<file path="src/rtl/aes_round_ctrl_if.sv">
// Handshake and datapath bundle between aes_round_ctrl (master) and its
// surroundings: input FIFO, round datapath, key unit and ciphertext consumer.
interface aes_round_ctrl_if;
    logic         in_valid;
    logic         in_ready;
    logic [127:0] in_data;
    logic [1:0]   in_mode;

    logic [127:0] dp_state;
    logic [4:0]   dp_round;
    logic [1:0]   dp_mode;
    logic [127:0] dp_result;

    logic         rk_req;
    logic         rk_valid;

    logic         out_valid;
    logic         out_ready;
    logic [127:0] out_data;
    logic         busy;

    modport master (
        input  in_valid, in_data, in_mode, dp_result, rk_valid, out_ready,
        output in_ready, dp_state, dp_round, dp_mode, rk_req, out_valid,
               out_data, busy
    );

    modport slave (
        output in_valid, in_data, in_mode, dp_result, rk_valid, out_ready,
        input  in_ready, dp_state, dp_round, dp_mode, rk_req, out_valid,
               out_data, busy
    );
endinterface

</file>
<file path="src/rtl/aes_round_ctrl.sv">
// Round sequencer for the iterative AES encryption datapath.
// Defining AES_ROUND_CTRL_ABORT_EN adds an abort input that drops RUN/DONE back to IDLE.
module aes_round_ctrl (
    input  logic clk,
    input  logic rst,
`ifdef AES_ROUND_CTRL_ABORT_EN
    input  logic abort,
`endif
    aes_round_ctrl_if.master bus
);
    // state | meaning
    // IDLE  | waiting for a block, in_ready high
    // RUN   | commits one round per cycle in which rk_valid is high
    // DONE  | ciphertext presented on out_data until out_ready
    typedef enum logic [1:0] {
        IDLE = 2'd0,
        RUN  = 2'd1,
        DONE = 2'd2
    } state_t;

    localparam logic [4:0] ROUND_WHITEN = 5'd2;

    state_t       state_q, state_d;
    logic [127:0] blk_q, blk_d;
    logic [4:0]   round_q, round_d;
    logic [1:0]   mode_q, mode_d;
    logic [4:0]   final_round;
    logic         last_round;
    logic         abort_req;

`ifdef AES_ROUND_CTRL_ABORT_EN
    assign abort_req = abort;
`else
    assign abort_req = 1'b0;
`endif

    always_comb begin
        final_round = 5'd12;
        case (mode_q)
            2'h2:    final_round = 5'd14;
            2'h3:    final_round = 5'd16;
            default: final_round = 5'd12;
        endcase
    end

    // >= rather than == so a corrupted index can never run past the last round
    assign last_round = (round_q >= final_round);

    always_ff @(posedge clk or posedge rst) begin
        if (rst) begin
            state_q <= IDLE;
            blk_q   <= '0;
            round_q <= '0;
            mode_q  <= '0;
        end else begin
            state_q <= state_d;
            blk_q   <= blk_d;
            round_q <= round_d;
            mode_q  <= mode_d;
        end
    end

    always_comb begin
        state_d       = state_q;
        blk_d         = blk_q;
        round_d       = round_q;
        mode_d        = mode_q;
        bus.in_ready  = 1'b0;
        bus.rk_req    = 1'b0;
        bus.out_valid = 1'b0;
        bus.busy      = 1'b0;

        case (state_q)
            IDLE: begin
                bus.in_ready = 1'b1;
                if (bus.in_valid) begin
                    blk_d   = bus.in_data;
                    mode_d  = bus.in_mode;
                    round_d = ROUND_WHITEN;
                    state_d = RUN;
                end
            end
            RUN: begin
                bus.rk_req = 1'b1;
                bus.busy   = 1'b1;
                if (abort_req) begin
                    state_d = IDLE;
                end else if (bus.rk_valid) begin
                    blk_d = bus.dp_result;
                    if (last_round) begin
                        state_d = DONE;
                    end else begin
                        round_d = round_q + 5'd1;
                    end
                end
            end
            DONE: begin
                bus.out_valid = 1'b1;
                bus.busy      = 1'b1;
                if (abort_req || bus.out_ready) begin
                    state_d = IDLE;
                end
            end
            default: begin
                state_d = IDLE;
            end
        endcase
    end

    assign bus.dp_state = blk_q;
    assign bus.out_data = blk_q;
    assign bus.dp_round = round_q;
    assign bus.dp_mode  = mode_q;
endmodule

</file>
<file path="src/flat_wrapper.sv">
// flat-port wrapper written by rule: the top's interface ports become plain ports
module aes_round_ctrl_flat 
  (clk, rst, bus_in_valid, bus_in_data, bus_in_mode, bus_dp_result, bus_rk_valid, bus_out_ready, bus_in_ready, bus_dp_state, bus_dp_round, bus_dp_mode, bus_rk_req, bus_out_valid, bus_out_data, bus_busy);
  aes_round_ctrl_if bus_i ();
  input  logic clk;
  input  logic rst;
  input wire logic [$bits(bus_i.in_valid)-1:0] bus_in_valid;
  input wire logic [$bits(bus_i.in_data)-1:0] bus_in_data;
  input wire logic [$bits(bus_i.in_mode)-1:0] bus_in_mode;
  input wire logic [$bits(bus_i.dp_result)-1:0] bus_dp_result;
  input wire logic [$bits(bus_i.rk_valid)-1:0] bus_rk_valid;
  input wire logic [$bits(bus_i.out_ready)-1:0] bus_out_ready;
  output wire logic [$bits(bus_i.in_ready)-1:0] bus_in_ready;
  output wire logic [$bits(bus_i.dp_state)-1:0] bus_dp_state;
  output wire logic [$bits(bus_i.dp_round)-1:0] bus_dp_round;
  output wire logic [$bits(bus_i.dp_mode)-1:0] bus_dp_mode;
  output wire logic [$bits(bus_i.rk_req)-1:0] bus_rk_req;
  output wire logic [$bits(bus_i.out_valid)-1:0] bus_out_valid;
  output wire logic [$bits(bus_i.out_data)-1:0] bus_out_data;
  output wire logic [$bits(bus_i.busy)-1:0] bus_busy;
  assign bus_i.in_valid = bus_in_valid;
  assign bus_i.in_data = bus_in_data;
  assign bus_i.in_mode = bus_in_mode;
  assign bus_i.dp_result = bus_dp_result;
  assign bus_i.rk_valid = bus_rk_valid;
  assign bus_i.out_ready = bus_out_ready;
  assign bus_in_ready = bus_i.in_ready;
  assign bus_dp_state = bus_i.dp_state;
  assign bus_dp_round = bus_i.dp_round;
  assign bus_dp_mode = bus_i.dp_mode;
  assign bus_rk_req = bus_i.rk_req;
  assign bus_out_valid = bus_i.out_valid;
  assign bus_out_data = bus_i.out_data;
  assign bus_busy = bus_i.busy;
  aes_round_ctrl u_core (.clk(clk), .rst(rst), .bus(bus_i));
endmodule
</file>
<file path="config.mk">
export PLATFORM = sky130hd
export DESIGN_NAME = aes_round_ctrl_flat
export DESIGN_NICKNAME = d
export VERILOG_FILES = /design/src/rtl/aes_round_ctrl_if.sv /design/src/rtl/aes_round_ctrl.sv /design/src/flat_wrapper.sv
export SDC_FILE = /design/constraint.sdc
export NUM_CORES = 1
export LEC_CHECK = 0
export BUFFER_PORTS_ARGS = -buffer_cell sky130_fd_sc_hd__buf_2
export CAP_MARGIN = 15
export CORE_AREA = 8 8 199 201
export CTS_BUF_LIST = sky130_fd_sc_hd__clkbuf_8 sky130_fd_sc_hd__clkbuf_16
export CTS_CLUSTER_SIZE = 20
export DETAILED_ROUTE_END_ITERATION = 8
export DIE_AREA = 0 0 207 209
export GPL_TIMING_DRIVEN = 0
export SLEW_MARGIN = 20
export SYNTH_ARGS = -nofsm -noshare
export SYNTH_HDL_FRONTEND = slang
export SYNTH_SLANG_ARGS = --single-unit
export TNS_END_PERCENT = 30
</file>
<file path="constraint.sdc">
create_clock -name clk -period 5.6 [get_ports clk]
set_input_delay 0.28 -clock clk [delete_from_list [all_inputs] [get_ports clk]]
set_output_delay 0.28 -clock clk [all_outputs]
set_load 0.05 [all_outputs]
</file>
-- Word-level counts from Yosys, hierarchy flattened
Cells that the tools add are included.
- $add $sub $neg: 1
- reductions and logical operators: 7
- eq/ne operators: 9
- order comparisons: 1
- mux-type cells: 17
- operator list (kind ; number):
    2-to-1 mux 128 bit ; 2
    one-hot mux 128 bit (2 select lines) ; 1
    one-hot mux 5 bit (2 select lines) ; 2
    2-to-1 mux 5 bit ; 3
    2-to-1 mux 2 bit ; 4
    inequality test 2 bit, second input constant ; 4
    AND reduction 4 bit ; 2
    == test 2 bit, second input constant ; 3
    one-hot mux 2 bit (3 select lines) ; 1
    adder 5 x 1 -> 5 bit, second input constant ; 1
    >= comparator 5 bit ; 1
    2-to-1 mux 1 bit ; 4
    AND reduction 3 bit ; 1
    == test 2 x 1 -> 1 bit, second input constant ; 1
    zero test 2 bit ; 1
    inequality test 2 x 1 -> 1 bit, second input constant ; 1
    AND reduction 2 bit ; 1
    nonzero test 2 bit ; 1
    OR reduction 2 bit ; 1
- logic and storage cells: 39
- output and inout bits: 267
- flip-flop bits (word level): 137
- input bits: 263

-- Longest topological paths before layout
Gate-level depths: netlist of run 1.
- word-level depth: 6
- mapped depth: 9
- mapped depth without buffers: 7

-- Least setup slack after synthesis of run 1
OpenSTA, ideal clock, no wires.
- path kind: reg-to-reg
- start point: register u_core.mode_q[1] (netlist: u_core.bus.dp_mode[1])
- end point: register u_core.round_q[4] (netlist: u_core.bus.dp_round[4])
- clock period less this slack: 2.298 ns
- arrival time: 2.177 ns
- cell stages (with the launch flop): 8
- setup time: 0.121 ns
- path slack: 3.302 ns
- data required time: 5.479 ns
- buffers on the path: 0
- cells stage by stage: dfrtp_1 -> nor2b_1 -> ha_1 -> nand2b_4 -> nand3_1 -> a2111oi_2 -> mux2_2 -> a22o_1
- word-level cells in the longest chain between the ends: 5
- elaborated cells between the ends (all ways): 6
- classes of those cells: 1 x order compare; 3 x eq/ne; 1 x mux; 1 x reduce/logical
- ends and longest elaborated chain (item ; RTL line ; RTL):
    start, declared ; aes_round_ctrl.sv:26 ; logic [1:0] mode_q, mode_d;
    start signal, assigned ; aes_round_ctrl.sv:59 ; mode_q <= mode_d;
    == test 2 bit ; aes_round_ctrl.sv:39 ; case (mode_q)
    one-hot mux 5 bit (2 select lines) * ; aes_round_ctrl.sv:39 ;
    >= comparator 5 bit * ; aes_round_ctrl.sv:47 ; assign last_round = (round_q >= final_round);
    inequality test 2 bit (no source line) * ; n/a ;
    AND reduction 4 bit (no source line) * ; n/a ;
    end signal, assigned ; aes_round_ctrl.sv:58 ; round_q <= round_d;
    end, declared ; aes_round_ctrl.sv:25 ; logic [4:0] round_q, round_d;
Every way passes the cells marked *; elsewhere a longest branch is shown, timed or not.
A chain may end at the register's enable or synchronous reset.

-- Worst setup path after layout of run 1
- start point: register u_core.state_q[1]
- end point: register u_core.blk_q[126] (netlist: u_core.bus.dp_state[126])
- word-level cells in the longest chain between the ends: 3
- elaborated cells between the ends (all ways): 7
- classes of those cells: 3 x eq/ne; 1 x mux; 3 x reduce/logical
- ends and longest elaborated chain (item ; RTL line ; RTL):
    start, declared ; aes_round_ctrl.sv:23 ; state_t state_q, state_d;
    start signal, assigned ; aes_round_ctrl.sv:56 ; state_q <= state_d;
    == test 2 x 1 -> 1 bit / zero test 2 bit (equally long branches) ; aes_round_ctrl.sv:73 ; case (state_q)
    inequality test 2 bit (no source line) / nonzero test 2 bit (equally long branches) ; n/a ;
    AND reduction 3 bit (no source line) ; n/a ;
    end signal, assigned ; aes_round_ctrl.sv:57 ; blk_q <= blk_d;
    end, declared ; aes_round_ctrl.sv:24 ; logic [127:0] blk_q, blk_d;
Parallel ways exist; a longest one is shown, timed or not.

==> results.sh, run 1 <==
export IMPL_cts_buffer_depth=2
export IMPL_syn_nets=1023
export IMPL_synthMuxAreaShare=0.180
export IMPL_cts_sinks=137
export IMPL_num_vias=7228
export IMPL_antenna_found_initial=1
export IMPL_timing_rr_end="u_core.bus.dp_state[126]"
export IMPL_synth_common_cells="142 x buf_4, 137 x dfrtp_1, 132 x nand2_1, 129 x o21ai_0, 128 x mux2i_1"
export IMPL_gp_congestion=0.889
export IMPL_grt_pass1_vias=8013
export IMPL_drc=0
export IMPL_core_area_mm2=0.0363
export IMPL_synth_top_family_by_area="multiplexers"
export IMPL_fin_ws_ps=3080
export IMPL_critical_path_top_delay_family="buffers and inverters"
export IMPL_hold_class="input port to flop"
export IMPL_crit_path_end_kind="flop"
export IMPL_hold_viol_final=0
export IMPL_fin_worst_skew_ps=7.98
export IMPL_clock_latency_ps=420
export IMPL_wire_per_inst_um=18.0
export IMPL_cp_max_fo=10
export IMPL_slew_headroom=0.407
export IMPL_synthXorXnorAreaFrac=0
export IMPL_period_minus_slack_ps=2520
export IMPL_maxCapViolations=0
export IMPL_r2r_start="u_core.state_q[1]"
export IMPL_overflow=0
export IMPL_ys_warn_count=0
export IMPL_path_clk_slew_ps=60
export IMPL_place_hpwl_mm=26.7
export IMPL_synth_most_common_cell="buf_4"
export IMPL_post_cts_buffers=0
export IMPL_dieArea_mm2=0.0433
export IMPL_yosysTopAreaCell="dfrtp_1"
export IMPL_crit_type="flop to flop"
export IMPL_cpMostUsedCell="buf_4"
export IMPL_area_growth_pct=51.9
export IMPL_avgSynthCellArea_um2=9.91
export IMPL_ant_nets=0
export IMPL_worstHoldStart="bus_in_mode[0]"
export IMPL_cts_tree="built"
export IMPL_drtIter0Drc=371
export IMPL_finalNetCount=1573
export IMPL_initial_core_util=0.206
export IMPL_cp_num_buf_inv=4
export IMPL_worstPathRequired_ps=5930
export IMPL_portBuffers=529
export IMPL_outcome="complete, no violations"
export IMPL_async_flop_share=1.00
export IMPL_dpl_worst_slack_ps=3010
export IMPL_rsz0062_at_grt="false"
export IMPL_drtPass1Iterations=5
export IMPL_via_per_inst=4.05
export IMPL_die_h_um=209
export IMPL_path_cells="inv_1 > ha_1 > mux2_4 > nand2_2 > buf_4 > buf_4 > buf_4 > nand2_1 > o21ai_0"
export IMPL_fmax_mhz=396
export IMPL_synth_edf_count=0
export IMPL_netlist_cell_type_count=30
export IMPL_ff2ff_setup_slack_ps=3080
export IMPL_synth_compound_area_share=0.109
export IMPL_synth_seq_cells=137
export IMPL_syn_area_mm2=0.00747
export IMPL_yosys_most_used_dff="dfrtp_1"
export IMPL_worstHoldEndpoint="u_core.bus.dp_mode[0]"
export IMPL_cts_inserted_buffers=17
export IMPL_hold_depth=2
export IMPL_critPathLaunchType="flop"
export IMPL_r2r_cells=9
export IMPL_synthSimpleGateAreaFrac=0.0806
export IMPL_antenna_cells=0
export IMPL_grt_max_degree=70
export IMPL_grt_use_total=0.143
export IMPL_worstPathArrival_ps=2850
export IMPL_drive_gt1_frac=0.546
export IMPL_htreeDepth=4
export IMPL_clock_root_buffer="clkbuf_16"
export IMPL_slowest_delay_ps=410
export IMPL_seq_area_frac_synth=0.459
export IMPL_io_pins=530
export IMPL_finalMaxSlewViolations=0
export IMPL_synth_top_cell_area_share=0.459
export IMPL_slowest_stage="dfrtp_1"
export IMPL_grt_pass1_wl_mm=48.4
export IMPL_yosys_top_cells_area="dfrtp_1 46%, mux2i_1 17%, buf_4 14%"
export IMPL_fin_crit_sh=0.451
export IMPL_die_width_um=207
export IMPL_wirelength_mm=32.0
export IMPL_syn_inst=754
export IMPL_synth_adder_area_share=0.0100
export IMPL_final_setup_viol_count=0
export IMPL_row_count=70
export IMPL_worst_slew_pin_slew_ps=890
[worst max path at each step]
| stage | from | endpoint | slack (ps) | cells past startpoint |
|---|---|---|---|---|
| after floorplan | rst | u_core.bus.dp_mode[0] | 1650 | 1 |
| after global placement | rst | u_core.bus.dp_state[108] | -10 | 2 |
| after detailed placement | u_core.state_q[1] | u_core.bus.dp_state[121] | 3010 | 9 |
| after CTS | u_core.state_q[1] | u_core.bus.dp_state[121] | 2990 | 9 |
| after global routing | u_core.state_q[1] | u_core.bus.dp_state[124] | 2850 | 9 |
| final | u_core.state_q[1] | u_core.bus.dp_state[126] | 3080 | 9 |
[area by class of cell]
cell class	instances	area, um2
fill	3892	24900
sequential	137	3430
multi-input combinational	439	2830
timing repair buffer	531	2690
buffer	171	1190
tap	468	586
clock buffer	20	467
clock inverter	11	131
inverter	7	33.8
[kinds of logic (layout without fill, tap and decap cells)]
logic type      Yosys count  after routing
simple gates            151            151
buf+inv                 178            740
compound gates          149            149
mux                     133            133
fa+ha+maj                 6              6
flops                   137            137
[metrics by stage]
| stage | TNS [ps] | cell area [um2] | cells | utilization | hold WS, ps |
|---|---|---|---|---|---|
| floorplan | 0 | 7470 | 754 | - | 430 |
| global placement | -370 | 10700 | 1751 | 0.295 | 488 |
| detailed placement | 0 | 10700 | 1752 | 0.296 | 351 |
| CTS | 0 | 11300 | 1784 | 0.313 | 50.3 |
| global route | 0 | 11300 | 1784 | 0.313 | 63.2 |
| finish | 0 | 11300 | 1784 | 0.313 | 93.8 |
[per-layer routing]
layer	up-vias	routed length [um]	GRT usage
met1	3423	13900	0.173
li1	3533	-	-
met3	12	2000	0.0471
met2	260	15900	0.244
met5	-	0	0
met4	0	297	0.0338
[cells in the final DEF (no fill, tap or decap), types with 2 or more instances in the layout]
master / netlist / routed
nand3_1: 4 / 4
mux2i_1: 128 / 128
inv_1: 7 / 10
clkbuf_8: 0 / 3
buf_2: 8 / 537
clkbuf_1: 21 / 20
buf_4: 142 / 142
mux2_2: 4 / 4
a31oi_1: 5 / 5
bufinv_16: 0 / 3
nor2_1: 6 / 6
dfrtp_1: 137 / 137
clkbuf_16: 0 / 17
o21ai_0: 129 / 129
nand2b_1: 3 / 3
a21oi_1: 5 / 5
nand2_1: 132 / 132
and3_1: 2 / 2
ha_1: 6 / 6
clkinv_2: 0 / 2
a41o_1: 2 / 2
[repair_timing]
action | CTS | global route
endpoints found under the setup margin | 0 | 0
endpoints found under the hold margin | 68 | 0
hold buffers | 1 | 0
gates resized for setup | 0 | 0
[state kept, by name, indices dropped and copies added (netlist names)]
signal               flops
u_core.bus.dp_state    128
u_core.bus.dp_round      5
u_core.bus.dp_mode       2
u_core.state_q           2
Power of run 1 is not shown: default switching activity piles up to over one toggle a cycle in this logic, so the estimate is an artifact.
==> inputs of run 2 (changes only) <==
--- a/config.mk
+++ b/config.mk
@@ -7,11 +7,11 @@
 export LEC_CHECK = 0
 export BUFFER_PORTS_ARGS = -buffer_cell sky130_fd_sc_hd__buf_2
 export CAP_MARGIN = 15
-export CORE_AREA = 8 8 199 201
+export CORE_AREA = 8 8 198 200
 export CTS_BUF_LIST = sky130_fd_sc_hd__clkbuf_8 sky130_fd_sc_hd__clkbuf_16
 export CTS_CLUSTER_SIZE = 20
 export DETAILED_ROUTE_END_ITERATION = 8
-export DIE_AREA = 0 0 207 209
+export DIE_AREA = 0 0 206 208
 export GPL_TIMING_DRIVEN = 0
 export SLEW_MARGIN = 20
 export SYNTH_ARGS = -nofsm -noshare
==> constraint.sdc (replaced) <==
create_clock -name clk -period 2.3 [get_ports clk]
set_input_delay 0.115 -clock clk [delete_from_list [all_inputs] [get_ports clk]]
set_output_delay 0.115 -clock clk [all_outputs]
set_load 0.05 [all_outputs]
==> run 2 against run 1 <==
  * Clock-buffer cell count is the same
  * Design area grew 20%
  * Final cell count grew 12%
  * Clock skew is essentially flat
  * Maximum frequency grew 17%
  * Setup slack lost 2900 ps
  * Critical path depth shrank 2
==> results.sh, run 2 (synthesis gave the netlist of run 1 again) <==
export IMPL_cts_sinks=137
export IMPL_fin_worst_skew_ps=8.18
export IMPL_maxCapViolations=0
export IMPL_cts_buffer_depth=2
export IMPL_gp_congestion=0.894
export IMPL_period_minus_slack_ps=2160
export IMPL_fin_hold_ws_ps=23.4
export IMPL_num_vias=8303
export IMPL_htreeDepth=4
export IMPL_worstPathArrival_ps=2450
export IMPL_outcome="complete, no violations"
export IMPL_slew_headroom=0.493
export IMPL_seqCellArea_mm2=0.00343
export IMPL_final_cell_mix="531 x buf_2, 215 x dlygate4sd3_1, 140 x buf_4, 137 x dfrtp_1, 132 x nand2_1"
export IMPL_fin_crit_sh=0.938
export IMPL_worst_slew_pin_slew_ps=760
export IMPL_path_cells="inv_1 > ha_1 > buf_4 > clkbuf_4 > buf_4 > mux2i_1 > o21ai_0"
export IMPL_final_common_cell="buf_2"
export IMPL_slowest_delay_ps=400
export IMPL_drive_gt1_frac=0.481
export IMPL_fmax_mhz=463
export IMPL_fillers=3601
export IMPL_overflow=0
export IMPL_finalMaxSlewViolations=0
export IMPL_cts_tree="built"
export IMPL_path_clk_slew_ps=60
export IMPL_slowest_stage="dfrtp_1"
export IMPL_drc=0
export IMPL_grt_use_total=0.162
export IMPL_antenna_found_initial=2
export IMPL_clock_latency_ps=420
export IMPL_crit_type="flop to flop"
export IMPL_critPathLaunchType="flop"
export IMPL_ant_nets=0
export IMPL_portBuffers=529
export IMPL_core_area_mm2=0.0361
export IMPL_largest_reg_flops=128
export IMPL_area_growth_pct=82.0
export IMPL_place_hpwl_mm=27.2
export IMPL_grt_pass1_wl_mm=53.7
export IMPL_dieArea_mm2=0.0428
export IMPL_drtIter0Drc=368
export IMPL_hold_viol_final=0
export IMPL_die_width_um=206
export IMPL_via_per_inst=4.14
export IMPL_wirelength_mm=36.2
export IMPL_cpMostUsedCell="buf_4"
export IMPL_io_pins=530
export IMPL_post_cts_buffers=0
export IMPL_rsz0062_at_grt="true"
export IMPL_drtPass1Iterations=5
export IMPL_multi_input_area_mm2=0.00285
export IMPL_critical_path_top_delay_family="buffers and inverters"
export IMPL_clock_root_buffer="clkbuf_16"
export IMPL_final_setup_viol_count=0
export IMPL_hold_class="input port to flop"
export IMPL_finalNetCount=1791
export IMPL_worstPathRequired_ps=2590
export IMPL_row_count=70
export IMPL_cp_max_fo=10
export IMPL_grt_pass1_vias=9257
export IMPL_wire_per_inst_um=18.1
export IMPL_ff2ff_setup_slack_ps=140
export IMPL_cp_num_buf_inv=4
export IMPL_grt_max_degree=34
export IMPL_initial_core_util=0.207
export IMPL_die_h_um=208
export IMPL_crit_path_end_kind="flop"
export IMPL_cts_inserted_buffers=17
[run 2: cell count changes in the layout (fill, tap and decap cells not counted), moves of 6 or more]
cell           previous run  this run
buf_2                   537       531
clkbuf_1                 20        11
clkbuf_4                  0         6
dlygate4sd3_1             1       215
clkbuf_2                  1         9
[run 2: final timing paths]
kind | end | cells past startpoint | from
setup / recovery | u_core.bus.dp_state[27] | 7 | u_core.state_q[1]
hold / removal | u_core.bus.dp_state[63] | 3 | bus_in_data[63]
setup reg to reg | u_core.bus.dp_state[27] | 7 | u_core.state_q[1]
hold reg to reg | u_core.bus.dp_state[77] | 2 | u_core.bus.dp_state[77]
max in group asynchronous | u_core.bus.dp_state[118] | 5 | rst
min in group asynchronous | u_core.bus.dp_state[58] | 3 | rst
[run 2: layout make-up]
type | instances | area share
Antenna cell | 1 | 0.000184
Buffer | 171 | 0.0904
Clock buffer | 20 | 0.0343
Clock inverter | 12 | 0.00736
Inverter | 7 | 0.00221
Multi-Input combinational cell | 439 | 0.209
Sequential cell | 137 | 0.252
Tap cell | 468 | 0.0431
Timing Repair Buffer | 749 | 0.361
[run 2: worst reg2reg max path: stages, from the launching register on]
cell and delay, ps:
dfrtp_1 400, inv_1 80, ha_1 210, buf_4 260, clkbuf_4 290, buf_4 290, mux2i_1 370, o21ai_0 120
[run 2: timing repair]
| action | in CTS | in global routing |
|---|---|---|
| hold buffers | 213 | 2 |
| pin swaps | 0 | 1 |
| resized for setup | 9 | 21 |
| hold endpoints to repair | 191 | 2 |
| setup endpoints to repair | 129 | 129 |
[run 2: through the flow]
stage	area (um2)	instances	util	worst slack [ps]	TNS, ps
2_1_floorplan	7470	754	-	1.76	0
3_3_place_gp	10700	1751	0.297	-913	-79670
3_5_place_dp	10800	1756	0.300	-254	-20010
4_1_cts	13500	2001	0.375	3.71	0
5_1_grt	13600	2004	0.377	-43.8	-43.8
6_report	13600	2004	0.377	142	0
[run 2: per-layer routing]
| metal | share of wire | up-vias | wire (um) | global-route usage |
|---|---|---|---|---|
| met5 | 0.00030 | - | 11 | 0 |
| met4 | 0.030 | 2 | 1100 | 0.0656 |
| met3 | 0.073 | 64 | 2660 | 0.0452 |
| met2 | 0.51 | 316 | 18400 | 0.284 |
| met1 | 0.39 | 3951 | 14100 | 0.183 |
| li1 | - | 3970 | - | - |
Power of run 2 is left out for the same reason.
==> inputs of run 3 (changes only) <==
--- a/config.mk
+++ b/config.mk
@@ -13,6 +13,7 @@
 export DETAILED_ROUTE_END_ITERATION = 8
 export DIE_AREA = 0 0 206 208
 export GPL_TIMING_DRIVEN = 0
+export HOLD_SLACK_MARGIN = 0.08
 export SLEW_MARGIN = 20
 export SYNTH_ARGS = -nofsm -noshare
 export SYNTH_HDL_FRONTEND = slang
==> run 3 against run 2 <==
  * Maximum frequency up 0.49%
  * Global-route usage up 0.47 points
  * Routed wire length up 2.7%
  * Worst hold slack better by 61 ps
  * Final cell count up 2.2%
  * Critical path depth unchanged
  * Clock skew about the same
  * Non-clock buffer count up 43
  * Sequential cell count unchanged
  * Design area up 3.2%
  * Die area unchanged
  * Clock-buffer cell count unchanged
  * Critical path type unchanged
  * Highest routed layer is now met4
==> results.sh, run 3 (synthesis gave the netlist of run 1 again) <==
export IMPL_drive_gt1_frac=0.466
export IMPL_wirelength_mm=37.2
export IMPL_die_width_um=206
export IMPL_critPathLaunchType="flop"
export IMPL_post_cts_buffers=0
export IMPL_largest_reg_flops=128
export IMPL_slowest_delay_ps=400
export IMPL_finalNetCount=1834
export IMPL_grt_use_total=0.167
export IMPL_grt_pass1_vias=9595
export IMPL_cts_buffer_depth=2
export IMPL_cp_num_buf_inv=4
export IMPL_portBuffers=529
export IMPL_final_setup_viol_count=0
export IMPL_die_h_um=208
export IMPL_drtIter0Drc=369
export IMPL_final_cell_mix="531 x buf_2, 258 x dlygate4sd3_1, 140 x buf_4, 137 x dfrtp_1, 132 x nand2_1"
export IMPL_overflow=0
export IMPL_grt_max_degree=34
export IMPL_finalMaxSlewViolations=0
export IMPL_area_growth_pct=87.8
export IMPL_cpMostUsedCell="buf_4"
export IMPL_antenna_found_initial=3
export IMPL_fin_worst_skew_ps=7.96
export IMPL_crit_path_end_kind="flop"
export IMPL_worstPathArrival_ps=2440
export IMPL_place_hpwl_mm=27.2
export IMPL_drtPass1Iterations=7
export IMPL_worstPathRequired_ps=2590
export IMPL_grt_pass1_wl_mm=55.3
export IMPL_rsz0062_at_grt="true"
export IMPL_cp_max_fo=10
export IMPL_ant_nets=0
export IMPL_wire_per_inst_um=18.1
export IMPL_final_common_cell="buf_2"
export IMPL_postLayoutCoreUtil=0.389
export IMPL_htreeDepth=4
export IMPL_dieArea_mm2=0.0428
export IMPL_cts_tree="built"
export IMPL_hold_viol_final=0
export IMPL_via_per_inst=4.20
export IMPL_worst_slew_pin_slew_ps=814
export IMPL_crit_start="u_core.state_q[1]"
export IMPL_outcome="complete, no violations"
export IMPL_num_vias=8605
export IMPL_drc=0
export IMPL_r2r_start="u_core.state_q[1]"
export IMPL_period_minus_slack_ps=2150
export IMPL_gp_congestion=0.894
export IMPL_critical_path_top_delay_family="buffers and inverters"
export IMPL_hold_class="input port to flop"
export IMPL_path_clk_slew_ps=60
export IMPL_row_count=70
export IMPL_worstHoldStart="bus_in_data[1]"
export IMPL_fillers=3555
export IMPL_fin_crit_sh=0.934
export IMPL_path_cells="inv_1 > ha_1 > buf_4 > clkbuf_4 > buf_4 > mux2i_1 > o21ai_0"
export IMPL_slew_headroom=0.457
export IMPL_core_area_mm2=0.0361
export IMPL_cts_sinks=137
export IMPL_fmax_mhz=466
export IMPL_maxCapViolations=0
export IMPL_initial_core_util=0.207
export IMPL_slowest_stage="dfrtp_1"
export IMPL_clock_root_buffer="clkbuf_16"
export IMPL_clock_latency_ps=420
export IMPL_crit_type="flop to flop"
export IMPL_io_pins=530
export IMPL_cts_inserted_buffers=17
==> run 3: stage by stage <==
step,hold WS (ps),area [um2],instances,worst slack (ps),TNS [ps]
CTS,105,14000,2046,3.71,0
global route,108,14000,2049,-45.2,-147
floorplan,265,7470,754,1.76,0
global placement,350,10700,1751,-913,-79670
finish,84.0,14000,2049,152,0
detailed placement,101,10800,1756,-254,-20010
==> run 3: tightest hold or removal path: stages <==
cell and delay [ps]:
buf_2 70, mux2i_1 110, o21ai_0 160
==> run 3: per-layer routing <==
layer,global-route usage,vias to the layer above,wire [um]
met5,0,-,0
li1,-,4053,-
met1,0.190,4140,14600
met4,0.0617,0,924
met2,0.297,354,19200
met3,0.0399,58,2510
==> run 3: area by class of cell <==
type                    count  area (um2)  share of cell area
plain buffers             171        1230              0.0876
clock inverters            12         100             0.00713
inverters                   7        30.0             0.00214
flip-flops and latches    137        3430               0.244
repair buffers            792        5340               0.380
clock buffers              20         467              0.0333
diodes                      3        7.51            0.000535
multi-input cells         439        2850               0.203
well taps                 468         586              0.0417
==> run 3: worst paths after layout <==
path / to / slack, ps / cells past startpoint
setup / recovery: u_core.bus.dp_state[27] / 150 / 7
min in group asynchronous: u_core.bus.dp_state[58] / 200 / 3
max in group asynchronous: u_core.bus.dp_state[118] / 1360 / 5
setup reg to reg: u_core.bus.dp_state[27] / 150 / 7
hold / removal: u_core.bus.dp_state[1] / 80 / 3
hold reg to reg: u_core.bus.dp_state[107] / 500 / 2
==> run 3: repair_timing <==
| item | in CTS | in global routing |
|---|---|---|
| endpoints found under the hold margin | 203 | 0 |
| cloned | 0 | 0 |
| endpoints found under the setup margin | 129 | 129 |
| pin swaps | 0 | 1 |
| resized for setup | 9 | 17 |
| hold buffers | 258 | 0 |
Power of run 3 is left out for the same reason.
